===== src/rtl/seq_detect_param.sv =====
// Parametrised Moore serial pattern detector with a KMP-style next-state table
// built at elaboration, a registered match pulse and a saturating match counter.
module seq_detect_param #(
  parameter int unsigned      PAT_W   = 4,
  parameter logic [PAT_W-1:0] PATTERN = 4'b1011,
  parameter bit               OVERLAP = 1'b1,
  parameter int unsigned      CNT_W   = 8
) (
  input  logic             CK,
  input  logic             R,
  input  logic             IN,
  input  logic             EN,
  input  logic             CLR,
  output logic             DET,
  output logic             MATCH,
  output logic [CNT_W-1:0] OUT,
  output logic             SAT
);

  localparam int unsigned      SW      = $clog2(PAT_W + 1);
  localparam logic [SW-1:0]    FULL    = SW'(PAT_W);
  localparam logic [CNT_W-1:0] CNT_MAX = '1;

  // Pattern bit i counted from the first bit received (the MSB).
  function automatic bit pat_bit(int unsigned i);
    return PATTERN[PAT_W-1-i];
  endfunction

  // Longest pattern prefix that is a suffix of (first k pattern bits, then b).
  // Includes the full extension k+1 when b matches pattern bit k.
  function automatic int unsigned delta(int unsigned k, bit b);
    int unsigned res;
    int unsigned j;
    bit          ok;
    bit          sb;
    res = 0;
    for (int unsigned l = 1; l <= k + 1; l++) begin
      ok = 1'b1;
      for (int unsigned i = 0; i < l; i++) begin
        j  = k + 1 - l + i;
        sb = (j < k) ? pat_bit(j) : b;
        if (sb != pat_bit(i)) ok = 1'b0;
      end
      if (ok) res = l;
    end
    return res;
  endfunction

  // Failure value of the full-match state: longest proper border of the pattern.
  function automatic int unsigned fail_full();
    int unsigned res;
    bit          ok;
    res = 0;
    for (int unsigned l = 1; l < PAT_W; l++) begin
      ok = 1'b1;
      for (int unsigned i = 0; i < l; i++) begin
        if (pat_bit(i) != pat_bit(PAT_W - l + i)) ok = 1'b0;
      end
      if (ok) res = l;
    end
    return res;
  endfunction

  // Non-overlapping mode restarts from the empty history after a match.
  localparam int unsigned F_FULL = OVERLAP ? fail_full() : 0;

  logic [SW-1:0]    nxt0 [PAT_W+1];
  logic [SW-1:0]    nxt1 [PAT_W+1];
  logic [SW-1:0]    state_q;
  logic [SW-1:0]    state_d;
  logic             match_ev;
  logic             match_q;
  logic [CNT_W-1:0] cnt_q;
  logic             sat_q;

  // Constant transition table; the full-match row reuses the row of its failure state.
  for (genvar k = 0; k <= int'(PAT_W); k++) begin : g_tab
    localparam int unsigned KE = (k == int'(PAT_W)) ? F_FULL : k;
    assign nxt0[k] = SW'(delta(KE, 1'b0));
    assign nxt1[k] = SW'(delta(KE, 1'b1));
  end

  // State register: number of pattern bits currently matched.
  always_ff @(posedge CK or posedge R) begin
    if (R) begin
      state_q <= '0;
    end else begin
      state_q <= state_d;
    end
  end

  // Next state: table lookup on qualified samples, hold otherwise.
  always_comb begin
    state_d  = state_q;
    if (EN) begin
      state_d = IN ? nxt1[state_q] : nxt0[state_q];
    end
    match_ev = EN && (state_d == FULL);
  end

  // Moore output decoded from the registered state only.
  always_comb begin
    DET = (state_q == FULL);
  end

  // Match pulse and saturating counter; a clear coinciding with a match keeps that match.
  always_ff @(posedge CK or posedge R) begin
    if (R) begin
      match_q <= 1'b0;
      cnt_q   <= '0;
      sat_q   <= 1'b0;
    end else begin
      match_q <= match_ev;
      if (CLR) begin
        cnt_q <= match_ev ? CNT_W'(1) : '0;
        sat_q <= 1'b0;
      end else if (match_ev) begin
        if (cnt_q == CNT_MAX) begin
          sat_q <= 1'b1;
        end else begin
          cnt_q <= cnt_q + 1'b1;
        end
      end
    end
  end

  assign MATCH = match_q;
  assign OUT   = cnt_q;
  assign SAT   = sat_q;

endmodule

===== config.mk =====
export PLATFORM = sky130hd
export DESIGN_NAME = seq_detect_param
export DESIGN_NICKNAME = d
export VERILOG_FILES = /design/src/rtl/seq_detect_param.sv
export SDC_FILE = /design/constraint.sdc
export NUM_CORES = 1
export LEC_CHECK = 0
export ABC_AREA = 1
export CORE_UTILIZATION = 44
export DETAILED_ROUTE_END_ITERATION = 10
export GPL_TIMING_DRIVEN = 0
export PLACE_DENSITY = 0.73
export SLEW_MARGIN = 20
export SYNTH_ARGS = -nofsm -noshare
export SYNTH_HDL_FRONTEND = slang
export SYNTH_SLANG_ARGS = --single-unit

===== constraint.sdc =====
create_clock -name CK -period 1.4 [get_ports CK]
set_input_delay 0.35 -clock CK [delete_from_list [all_inputs] [get_ports CK]]
set_output_delay 0.35 -clock CK [all_outputs]
set_load 0.01 [all_outputs]

==> results.ini, run 1 <==
[outcome]
outcome=complete, but fails checks
violations=design-rule violations

[die]
initial_core_util=0.486
die_area_sq_mm=0.00189
io_pins=16
die_width_um=43.5
die_y_um=43.5
core_area_sq_mm=0.00156
row_count=14

[detailed_routing]
avgRoutedWirePerCell_um=11.4
drt_iter0_drc=21
via_per_inst=5.14
firstDrtPassIters=7
antenna_left=0
num_vias=720
wirelength_um=1600
route.detailed.drc=2

[timing]
fin_worst_skew_ns=0.00402
tightest_slew_ns=0.508
finalSetupViolCount=0
grt_setup_unrepaired=true
slew_headroom=0.661
hold_viol=0
setup_ws_ns=0.0226
period_share=0.984
period_minus_slack_ns=1.38
fmax_mhz=726
setup_tns_ns=0
drv_slew=0

[run]
cap_viol_max_count=0

[yosys]
synthTopCellsByCount=nand2_1, dfrtp_1, inv_1, nor2_1, nand3_1
yosysTopAreaCell=dfrtp_1
postSynth.asyncResetShare=1.00
yosys.area_share.simple=0.320
synth.mux.area_fraction=0
syn_area_per_cell_sq_um=8.07
synth_xor_area_frac=0
synth-compound-area-share=0.152
yosys_warnings=0
synth_top_area_share=0.429
synth_top_cells_by_area=dfrtp_1, nand2_1, o21ai_2, nand3_1, inv_1
synth.cell_area_sq_um=758
netlist_instances=94
syn-num-nets=100
ys_seq_area_frac=0.429
synth-seq-cells=13
synth_edf_count=0
synth_top_family_by_area=simple AND/OR/NAND/NOR gates
yosys.cell_types.count=21
synthFlopType=dfrtp_1
synth-adder-area-share=0.0165
synth.most_common_cell=nand2_1

[pwr]
switching_share=0.267
switchingPower_uw=200
finalPower_uw=747
peakVddDrop_uv=440
pwr_density_cell_mw_per_mm2=706
power_leakage_nw=0.520
p_seq_frac=0.540
internal_power_uw=548
pwr-share-clk=0.317
combPwrFrac=0.143

[global_routing]
grt_max_degree=14
grt_use_met3=0.0250
grt_pass1_vias=674
use_met1=0.234
track_usage=0.195
grt_remaining_overflow=0
antenna_found_initial=0
use_met2=0.339
grt_pass1_wl_um=2700
busiest_layer=met2

[cts]
clock_sinks=13
clockRootBuffer=clkbuf_4
cts_inserted_buffers=3
clk_pin_slew_worst_paths_ns=0.08
hold_buffers=0
tritoncts=built
cts_max_path_buffers=2
cts_max_level=1
clock_latency_ns=0.28

[layout]
nets=131
diodes=0
final_util=0.679
drive_above_1_share=0.306
stdcell_area_sq_mm=0.00106
syn2layout_area_growth_pct=39.6

[hold_path]
min_to=state_q[1]
min_from=IN
min_path_type=input pin to flop
hold_depth=2

[critical_path]
worstPathRequired_ns=1.05
r2r-start=OUT[1]
critPathSlowestCell=dfrtp_2
path_cells=dlygate4sd2_1
critical-path-top-delay-family=flip-flops
worstSetupPathType=flop to output port
critPathCaptureType=output port
cpPeakStageDelay_ns=0.45
r2r_cells=9
ff2ff_setup_slack_ns=0.06
r2r-end=OUT[4]
startpoint_type=flop
startpoint=OUT[0]
path_buf_inv=1
crit_arrival_ns=1.03
crit_fanout=5

[placed_design]
io_buffer_count=15
dpl-instance-area_sq_um=928
dp_slack_ns=-0.309
dp_hpwl_um=1130
gp_congestion=0.802

## cells in the final DEF, fill, tap and decap left out, types with 2 or more instances in the layout
cell type	instances
nand2_1	21
dfrtp_1	11
buf_4	11
nor2_1	10
dlygate4sd2_1	10
inv_1	9
nand3_1	8
o21ai_0	6
o21ai_2	6
nand2_2	5
clkbuf_4	3
dfrtp_2	2
nand2_4	2
o211ai_1	2
clkdlybuf4s50_1	2
## layout make-up
cell class,instances,area (sq um)
clock buffer,4,26.3
timing repair buffer,26,218
inverter,11,43.8
multi-input combinational,69,403
tap,16,20.0
sequential,13,328
fill,139,500
buffer,1,20.0
## layer usage
metal,part of all wire,routed length (um),vias up
li1,-,-,365
met1,0.42,677,335
met2,0.51,821,14
met3,0.030,48,6
met4,0.032,51,0
met5,0,0,-
## sequential cells by signal, indices dropped and copies added, names as in the netlist
name,count
SAT,1
MATCH,1
state_q,3
OUT,8
## how the worst max path moves through the flow
| stage | end | slack [ns] | cells past startpoint |
|---|---|---|---|
| 4_1_cts | OUT[4] | 0.003 | 9 |
| 2_1_floorplan | OUT[2] | 0.04 | 8 |
| 6_report | OUT[0] | 0.02 | 1 |
| 5_1_grt | DET | -0.02 | 3 |
| 3_3_place_gp | OUT[2] | -0.27 | 7 |
| 3_5_place_dp | OUT[3] | -0.31 | 9 |
## power by group through the flow
stage	logic (mW)	clock network, mW	registers (mW)
3_3_place_gp	0.0902	0	0.409
6_report	0.107	0.237	0.403
3_5_place_dp	0.0924	0	0.410
4_1_cts	0.100	0.241	0.401
5_1_grt	0.119	0.250	0.406
2_1_floorplan	0.0546	0	0.409
## through the flow
step	hold WS (ns)	std cells
floorplan	0.227	94
global placement	0.483	125
detailed placement	0.495	125
CTS	0.423	138
global route	0.362	140
finish	0.338	140
## worst register-to-register path: stages (launching register included)
cell     delay [ns]
dfrtp_1        0.38
buf_4          0.15
ha_4           0.17
nand2_4        0.07
nor2_4         0.04
nand3_4        0.09
nand2_4        0.07
buf_12         0.14
nand2_1        0.07
o21ai_2        0.05
## logic make-up (layout without fill, tap and decap cells)
logic type | after synthesis | after routing
AO/OA/AOI/OAI | 17 | 17
adder cells (fa/ha/maj) | 1 | 1
buffers and inverters | 12 | 42
flip-flops | 13 | 13
AND/OR/NAND/NOR | 51 | 51
## what timing repair did
item | in CTS | in global routing
pin swaps | 2 | 4
buffers inserted | 9 | 2
setup endpoints to repair | 17 | 8
hold endpoints to repair | 0 | 0
resized for setup | 19 | 8
Power figures use the tool's default switching activity.
==> run 2: changes to the inputs <==
CORE_UTILIZATION = 48   (was 44)
PLACE_DENSITY = 0.76   (was 0.73)
SLEW_MARGIN = default   (was 20)
clock period = 1.36 ns   (was 1.4 ns; I/O delays follow)
==> run 2 against run 1 <==
The flow now finishes without violations. Worst hold slack improved by 0.011 ns. Global-route usage rose by 2.6 points. Count of clock-buffer cells in the layout unchanged. Critical path depth up 1. Non-clock buffer count rose by 4. Power increased by 6.5%. Core utilization grew 11 points. Critical endpoint is now DET. Largest cell class unchanged. Largest power group unchanged. Highest routed layer unchanged.
==> results.ini, run 2 (synthesis gave the netlist of run 1 again) <==
[critical_path]
r2r-start=state_q[1]
cpPeakStageDelay_ns=0.43
worstSetupPathType=flop to output port
worstPathRequired_ns=1.02
r2r_cells=9
critPathCaptureType=output port
startpoint=state_q[1]
ff2ff_setup_slack_ns=0.02
path_buf_inv=1
startpoint_type=flop
path_cells=nor3_2 -> buf_2
critical-path-top-delay-family=flip-flops
critPathSlowestCell=dfrtp_1
crit_fanout=3
r2r-end=OUT[4]
crit_arrival_ns=1.02

[pwr]
combPwrFrac=0.174
switchingPower_uw=213
pwr-share-clk=0.307
switching_share=0.267
internal_power_uw=583
pwr_density_cell_mw_per_mm2=726
peakVddDrop_uv=686
p_seq_frac=0.519
power_leakage_nw=0.544

[hold_path]
min_to=state_q[2]
min_path_type=input pin to flop
min_from=EN
hold_depth=2

[die]
io_pins=16
core_area_sq_mm=0.00138
die_width_um=41.7
initial_core_util=0.548
die_y_um=41.7
die_area_sq_mm=0.00174
row_count=13

[detailed_routing]
route.detailed.drc=0
via_per_inst=5.17
wirelength_um=1820
avgRoutedWirePerCell_um=12.7
antenna_left=0
num_vias=740
drt_iter0_drc=17
firstDrtPassIters=4

[placed_design]
dp_hpwl_um=1160
dp_slack_ns=-0.312
dp.cells=124
gp_congestion=0.855
dpl-instance-area_sq_um=930
io_buffer_count=15

[timing]
setup_ws_ns=0.00320
period_minus_slack_ns=1.36
tightest_slew_ns=0.513
fin_worst_skew_ns=0.00658
fmax_mhz=737
hold_viol=0
slew_headroom=0.658
period_share=0.998
finalSetupViolCount=0
drv_slew=0
fin_hold_ws_ns=0.349
setup_tns_ns=0
grt_setup_unrepaired=true

[cts]
cts_max_path_buffers=2
clk_pin_slew_worst_paths_ns=0.08
clock_sinks=13
cts_inserted_buffers=3
clock_latency_ns=0.28
tritoncts=built
cts_max_level=1
clockRootBuffer=clkbuf_4

[run]
cap_viol_max_count=0

[layout]
final_cell_mix=nand2_1, buf_4, dfrtp_1, inv_1, nor2_1
largest_reg_flops=8
fillers=94
final_common_cell=nand2_1
diodes=0
nets=135
final_cells=143
drive_above_1_share=0.336
stdcell_area_sq_mm=0.00110
syn2layout_area_growth_pct=44.6

[global_routing]
antenna_found_initial=0
track_usage=0.220
grt_max_degree=14
grt_pass1_wl_um=2990
grt_pass1_vias=685
grt_remaining_overflow=0

[outcome]
outcome=complete, no violations

run 2: changes by cell type in the layout (fill, tap and decap cells not counted), sizes merged:
cell / delta
clkdlybuf4s50: +1
buf: +4
dlygate4sd2: -1
run 2: power groups by stage:
stage	sequential, mW	clock [mW]	combinational (mW)
floorplan	0.421	0	0.0570
global placement	0.422	0	0.0928
detailed placement	0.422	0	0.0952
CTS	0.413	0.246	0.107
global route	0.414	0.257	0.155
finish	0.413	0.244	0.139
run 2: through the flow:
stage          utilization  power [mW]
6_report             0.793       0.796
3_3_place_gp         0.672       0.514
5_1_grt              0.793       0.826
2_1_floorplan            -       0.478
4_1_cts              0.752       0.766
3_5_place_dp         0.672       0.517
run 2: how the worst max path moves through the flow:
stage	endpoint	depth (start not counted)
floorplan	OUT[2]	8
global placement	OUT[3]	7
detailed placement	OUT[4]	9
CTS	DET	2
global route	OUT[4]	9
finish	DET	2
run 2: layout make-up:
type	count	area, sq um	share of cell area
inverter	11	43.8	0.0400
multi-input combinational	69	405	0.370
buffer	1	20.0	0.0183
clock buffer	4	26.3	0.0240
sequential	13	329	0.300
timing repair buffer	30	253	0.231
tap	15	18.8	0.0171
run 2: routing by layer:
| layer | global-route usage | vias to the layer above | routed length (um) |
|---|---|---|---|
| li1 | - | 374 | - |
| met1 | 0.276 | 341 | 767 |
| met2 | 0.391 | 22 | 945 |
| met3 | 0.0304 | 3 | 93 |
| met4 | 0.0581 | 0 | 12 |
| met5 | 0 | - | 0 |
run 2: what timing repair did:
action,4_1_cts,5_1_grt
resized for setup,20,7
endpoints found under the setup margin,19,8
hold buffers,0,0
setup buffers,10,5
gates cloned,0,0
pin swaps,1,1
run 2: worst register-to-register path: cells and delay by family, from the launching register on:
family	cells	cell delay, ns
buffers and inverters	2	0.29
flip-flops	1	0.41
AND/OR/NAND/NOR	6	0.49
AO/OA/AOI/OAI	1	0.05
